## src/rtl/arbiter_rr4_onehot.sv

```systemverilog
// Four-requester round-robin arbiter with a one-hot grant (requester 0 -> 4'b1000).
// A grant lasts until done, until the holder drops its request, or until an optional hold timeout.
module arbiter_rr4_onehot #(
    parameter int MAX_HOLD = 16,
    parameter int CNT_W    = 8
) (
    input  logic       clk,
    input  logic       rst,
    input  logic [3:0] req,
    input  logic       done,
    output logic [3:0] grant_oh,
    output logic [1:0] grant_idx,
    output logic       grant_valid,
    output logic       timeout
);

    typedef enum logic {
        IDLE,
        BUSY
    } state_t;

    localparam logic [CNT_W-1:0] HOLD_LAST = CNT_W'((MAX_HOLD > 0) ? (MAX_HOLD - 1) : 0);
    localparam logic             HOLD_EN   = (MAX_HOLD != 0);

    state_t           state;
    state_t           state_nxt;
    logic [1:0]       ptr;
    logic [1:0]       ptr_nxt;
    logic [1:0]       holder;
    logic [1:0]       holder_nxt;
    logic [CNT_W-1:0] hold_cnt;
    logic [CNT_W-1:0] hold_cnt_nxt;
    logic             timeout_q;
    logic             timeout_nxt;

    logic [1:0]       cand;
    logic [1:0]       pick;
    logic             pick_found;
    logic             hold_expired;

    // State register; every output is decoded from these flops only.
    always_ff @(posedge clk) begin
        if (rst) begin
            state     <= IDLE;
            ptr       <= 2'd0;
            holder    <= 2'd0;
            hold_cnt  <= '0;
            timeout_q <= 1'b0;
        end else begin
            state     <= state_nxt;
            ptr       <= ptr_nxt;
            holder    <= holder_nxt;
            hold_cnt  <= hold_cnt_nxt;
            timeout_q <= timeout_nxt;
        end
    end

    always_comb begin
        cand       = 2'd0;
        pick       = 2'd0;
        pick_found = 1'b0;
        for (int off = 0; off < 4; off++) begin
            cand = ptr + 2'(off);
            if (!pick_found && req[cand]) begin
                pick       = cand;
                pick_found = 1'b1;
            end
        end
    end

    assign hold_expired = HOLD_EN && (hold_cnt == HOLD_LAST);

    // Release priority is done, then abandon, then timeout; only the last one pulses timeout.
    always_comb begin
        state_nxt    = state;
        ptr_nxt      = ptr;
        holder_nxt   = holder;
        hold_cnt_nxt = hold_cnt;
        timeout_nxt  = 1'b0;
        case (state)
            IDLE: begin
                if (pick_found) begin
                    state_nxt    = BUSY;
                    holder_nxt   = pick;
                    ptr_nxt      = pick + 2'd1;
                    hold_cnt_nxt = '0;
                end
            end
            BUSY: begin
                if (done || !req[holder] || hold_expired) begin
                    state_nxt    = IDLE;
                    holder_nxt   = 2'd0;
                    hold_cnt_nxt = '0;
                    timeout_nxt  = !done && req[holder];
                end else if (hold_cnt != '1) begin
                    hold_cnt_nxt = hold_cnt + 1'b1;
                end
            end
            default: begin
                state_nxt = IDLE;
            end
        endcase
    end

    always_comb begin
        grant_valid = (state == BUSY);
        grant_idx   = grant_valid ? holder : 2'd0;
        grant_oh    = grant_valid ? (4'b1000 >> holder) : 4'b0000;
        timeout     = timeout_q;
    end

endmodule

```

## config.mk

```make
export PLATFORM = sky130hd
export DESIGN_NAME = arbiter_rr4_onehot
export DESIGN_NICKNAME = d
export VERILOG_FILES = /design/src/rtl/arbiter_rr4_onehot.sv
export SDC_FILE = /design/constraint.sdc
export NUM_CORES = 1
export LEC_CHECK = 0
export BUFFER_PORTS_ARGS = -buffer_cell sky130_fd_sc_hd__clkbuf_2
export CORE_MARGIN = 1.5
export CORE_UTILIZATION = 56
export CTS_CLUSTER_DIAMETER = 40
export DETAILED_ROUTE_END_ITERATION = 8
export PLACE_DENSITY = 0.83
export SETUP_SLACK_MARGIN = 0.05
export SLEW_MARGIN = 20
export SYNTH_ARGS = -nofsm -noshare
export SYNTH_HDL_FRONTEND = slang
export SYNTH_SLANG_ARGS = --single-unit
export TNS_END_PERCENT = 1
```

## constraint.sdc

```tcl
create_clock -name clk -period 4.5 [get_ports clk]
set_input_delay 0.9 -clock clk [delete_from_list [all_inputs] [get_ports clk]]
set_output_delay 0.9 -clock clk [all_outputs]
set_load 0.1 [all_outputs]
```

# After elaboration in Yosys (flattened, before gate mapping)
# Index checks and enable logic that the tools add are counted.
[totals]
reg_bits = 14
input_bits = 7
wordCells = 68
[op_classes]
add_sub_neg = 5
order_cmp = 5
eq_ne = 5
shifts = 1
mux = 30
bitwise = 2
n_reduce_logical = 15
[ops]
columns = ["operator", "n"]
rows = [
  ["8-bit 2-to-1 mux", 3],
  ["8-bit case mux with 2 select lines", 1],
  ["2-bit by 3-bit < comparator with 1-bit output, second input constant", 5],
  ["2-bit 2-to-1 mux", 7],
  ["1-bit 2-to-1 mux", 11],
  ["1-bit binary-select mux with 2-bit select", 5],
  ["8-bit by 1-bit adder with 8-bit output, second input constant", 1],
  ["8-bit by 4-bit == test with 1-bit output, second input constant", 1],
  ["8-bit != test, second input constant", 1],
  ["2-bit AND reduction", 3],
  ["1-bit logical NOT", 5],
  ["2-bit by 1-bit adder with 2-bit output, second input constant", 2],
  ["2-bit adder, second input constant", 2],
  ["1-bit logical AND", 4],
  ["4-bit 2-to-1 mux", 1],
  ["2-bit case mux with 2 select lines", 1],
  ["4-bit by 2-bit >> shifter with 4-bit output, first input constant", 1],
  ["3-bit by 1-bit != test with 1-bit output, second input constant", 1],
  ["3-bit OR reduction", 1],
  ["1-bit logical OR", 2],
  ["2-bit by 1-bit != test with 1-bit output, second input constant", 1],
  ["2-bit != test, second input constant", 1],
  ["1-bit NOT", 2],
  ["1-bit case mux with 2 select lines", 1],
]

# Longest topological paths before layout
[depth]
depth_word = 14
ltp_mapped = 7

# Worst setup path before layout
# No wires, ideal clock.
[synth_path]
path_kind = "register to output"
from = "register state (netlist: grant_valid)"
to = "output grant_oh[0]"
arrival_ns = 3.266
required_time_ns = 3.600
slack_ns = 0.334
path_stages_with_launch = 3
n_path_buf = 0
cell_sequence = "dfxtp_1 -> inv_2 -> nor3_1"
[synth_between]
elab_chain_len = 1
[synth_lines]
columns = ["item", "line_no", "rtl"]
rows = [
  ["start, declared", "25", "state_t state;"],
  ["start signal, assigned", "50", "state <= state_nxt;"],
  ["4-bit 2-to-1 mux", "108", "grant_oh = grant_valid ? (4'b1000 >> holder) : 4'b0000;"],
  ["end, declared", "11", "output logic [3:0] grant_oh,"],
]
# Every way passes these cells.

# Worst setup path in the final report
[layout_path]
from = "register state (netlist: grant_valid)"
to = "output grant_oh[1]"
# The elaborated chain is that of the path after synthesis.

==> impl_metrics.csv <==
group,metric,value,unit
synthesis,synth_edf_count,0,
routing,ant_nets,0,
clock_tree,cts_htree_levels,1,
sta,slew_violations,0,
synthesis,synth-seq-area-share,36.7,%
power_and_ir_drop,p_leak,0.000337,uW
die,start_util,59.4,%
grt,antenna_found_initial,0,
sta,setup_viol,0,
critical_path,cp.arrival,1.50,ns
routing,drt_wl_total,1670,um
routing,wire_per_inst,13.1,um
critical_path,path_class,"reg2out",
synthesis,syn_nets,104,
routing,wl_met3,65,um
die,row_count,13,
clock_tree,path_clk_slew,0.09,ns
clock_tree,numCtsBuffers,3,
synthesis,yosysWarningCount,0,
layout,fillers,119,
synthesis,yosysTopAreaCell,"dfxtp_1",
power_and_ir_drop,pwr-share-clk,28.7,%
clock_tree,post_cts_buffers,0,
synthesis,ys_types,32,
power_and_ir_drop,p_switching,110,uW
routing,top_layer,"met4",
outcome,status,"finished, final reports clean",
sta,slew_headroom,64.0,%
synthesis,ys_top_cells_by_area,"dfxtp_1, a21oi_1, nor2_1",
layout,regArea,280,um^2
placement,io_buffers,14,
routing,viasPerCell,5.96,
run,cap_violations,0,
routing,drt-initial-drc-count,11,
grt,first_global_vias,571,
clock_tree,cts_resized,0,
critical_path,worstPathRequired,3.60,ns
worst_hold_path,holdCritPathClass,"reg2reg",
clock_tree,insertion_delay,0.28,ns
die,die-area,0.00159,mm^2
layout,post-route-util,68.7,%
die,die_h,39.9,um
power_and_ir_drop,seq_power_share,45.0,%
clock_tree,postCtsHoldBufs,0,
synthesis,synth_common_cells,"dfxtp_1, nor2_1, a21oi_1",
grt,gr-total-overflow,0,
synthesis,synth.avg_cell_area,7.95,um^2
layout,synthToLayoutAreaGrowth,15.7,%
layout,fin_nets,122,
synthesis,post-synth-top-count-cell,"dfxtp_1",
placement,post-dp-hpwl,1270,um
layout,n_antenna_cell,0,
die,io_pins,15,
sta,fmax,416,MHz
sta,fin_setup_tns,0,ns
grt,grt_util_all_layers,23.3,%
sta,fin_crit_sh,53.4,%
sta,rsz0062_at_grt,"no",
power_and_ir_drop,intPower,202,uW
power_and_ir_drop,p_sw_share,35.2,%
power_and_ir_drop,cellPowerDensity,352,mW/mm^2
die,fp.dieW,39.9,um
sta,hold_violations,0,
critical_path,start_kind,"flip-flop",
synthesis,async_flop_share,0,%
routing,dr.pass1.iters,4,
synthesis,synth_seq_cells,14,
layout,multiInputGateArea,452,um^2
power_and_ir_drop,combPwrFrac,26.2,%
layout,final_layout_size_suffix_gt1_share,18.6,%
clock_tree,clock-sinks,14,
synthesis,yosysTopAreaCellShare,36.7,%
critical_path,cp_max_fo,9,
placement,gp_congestion,0.695,
power_and_ir_drop,vdd_drop_max,0.205,mV
synthesis,syn_inst,96,
synthesis,dominantRegCellSynth,"dfxtp_1",
synthesis,netlist_area,763,um^2
clock_tree,cts_tree,"built",
routing,dr_wl_met2,841,um
clock_tree,clock_path_buffers,2,
routing,drcViolationCount,0,
grt,grt_max_degree,13,
die,core-area,0.00128,mm^2
sta,fin_skew,0.00652,ns
clock_tree,cts_root_buffer,"clkbuf_4",
critical_path,cp-end-kind,"output pin",
routing,vias,763,
grt,grt_pass1_wl,2460,um
sta,worstMarginPinSlew,0.542,ns
routing,met1_length,751,um
sta,period_needed,2.40,ns
==> kinds of logic (layout without fill, tap and decap cells) <==
family | count (synthesis) | after routing | synth area share, %
compound gates | 28 | 28 | 24.6
xor+xnor | 1 | 1 | 1.15
fa+ha+maj | 1 | 1 | 1.64
buf+inv | 8 | 25 | 4.10
flops | 14 | 14 | 36.7
mux | 2 | 2 | 2.62
simple gates | 42 | 42 | 29.2
==> area by class of cell <==
cell class | count | share of cell area (%)
Timing Repair Buffer | 14 | 7.93
Multi-Input combinational cell | 74 | 51.1
Sequential cell | 14 | 31.7
Inverter | 7 | 2.97
Tap cell | 15 | 2.12
Clock buffer | 4 | 4.11
==> layout by cell type (no fill, tap or decap), types with 2 or more instances in the layout <==
cell | Yosys | routed
dfxtp_1 | 14 | 14
clkbuf_2 | 0 | 14
nor2_1 | 9 | 9
a21oi_1 | 8 | 8
inv_1 | 6 | 6
nand3_1 | 6 | 6
nand2_1 | 6 | 6
nor3_1 | 4 | 4
nand2b_1 | 4 | 4
o22ai_1 | 4 | 4
or3_1 | 4 | 4
o21ai_1 | 4 | 4
clkbuf_4 | 0 | 3
nor4_1 | 2 | 2
mux2i_1 | 2 | 2
o31ai_1 | 2 | 2
or4_1 | 2 | 2
o21ai_0 | 2 | 2
a211oi_1 | 2 | 2
==> worst paths after layout <==
kind                    start  slack, ns     endpoint  cells after the start
setup / recovery  grant_valid       2.10  grant_oh[1]                      3
hold / removal    hold_cnt[1]       0.50  hold_cnt[1]                      2
setup reg to reg  hold_cnt[0]       2.50  hold_cnt[5]                      6
hold reg to reg   hold_cnt[1]       0.50  hold_cnt[1]                      2
==> worst max-delay path, stage by stage (launching register included) <==
cell and delay, ns:
dfxtp_1 0.46, inv_2 0.13, nor3_1 0.16, clkbuf_2 0.49
==> flip-flops by register name, indices dropped and copies added, names as in the netlist <==
name,cells
timeout,1
grant_valid,1
hold_cnt,8
ptr,2
holder,2
==> routing by layer <==
metal  GRT usage [%]  vias up
met1            28.4      351
met4            10.3        0
met5               0        -
met3            5.11        2
met2            38.7       20
li1                -      390
==> metrics by stage <==
| step | instance area [um^2] | setup WS (ns) | total power [uW] | hold slack, ns | std cells |
|---|---|---|---|---|---|
| floorplan | 763 | 0.334 | 207 | 0.454 | 96 |
| global placement | 847 | 2.14 | 222 | 0.481 | 124 |
| detailed placement | 847 | 2.06 | 224 | 0.483 | 124 |
| CTS | 883 | 2.09 | 313 | 0.498 | 128 |
| global route | 883 | 1.98 | 328 | 0.523 | 128 |
| finish | 883 | 2.10 | 311 | 0.498 | 128 |
==> power by group through the flow <==
stage	Sequential [uW]	Combinational (uW)	Clock, uW
final	140	81.7	89.5
after global routing	142	88.3	98.5
after CTS	140	81.6	91.8
after detailed placement	143	81.1	0
after global placement	142	79.9	0
after floorplan	147	59.9	0
Note: power is estimated with default switching activity, not from simulation.
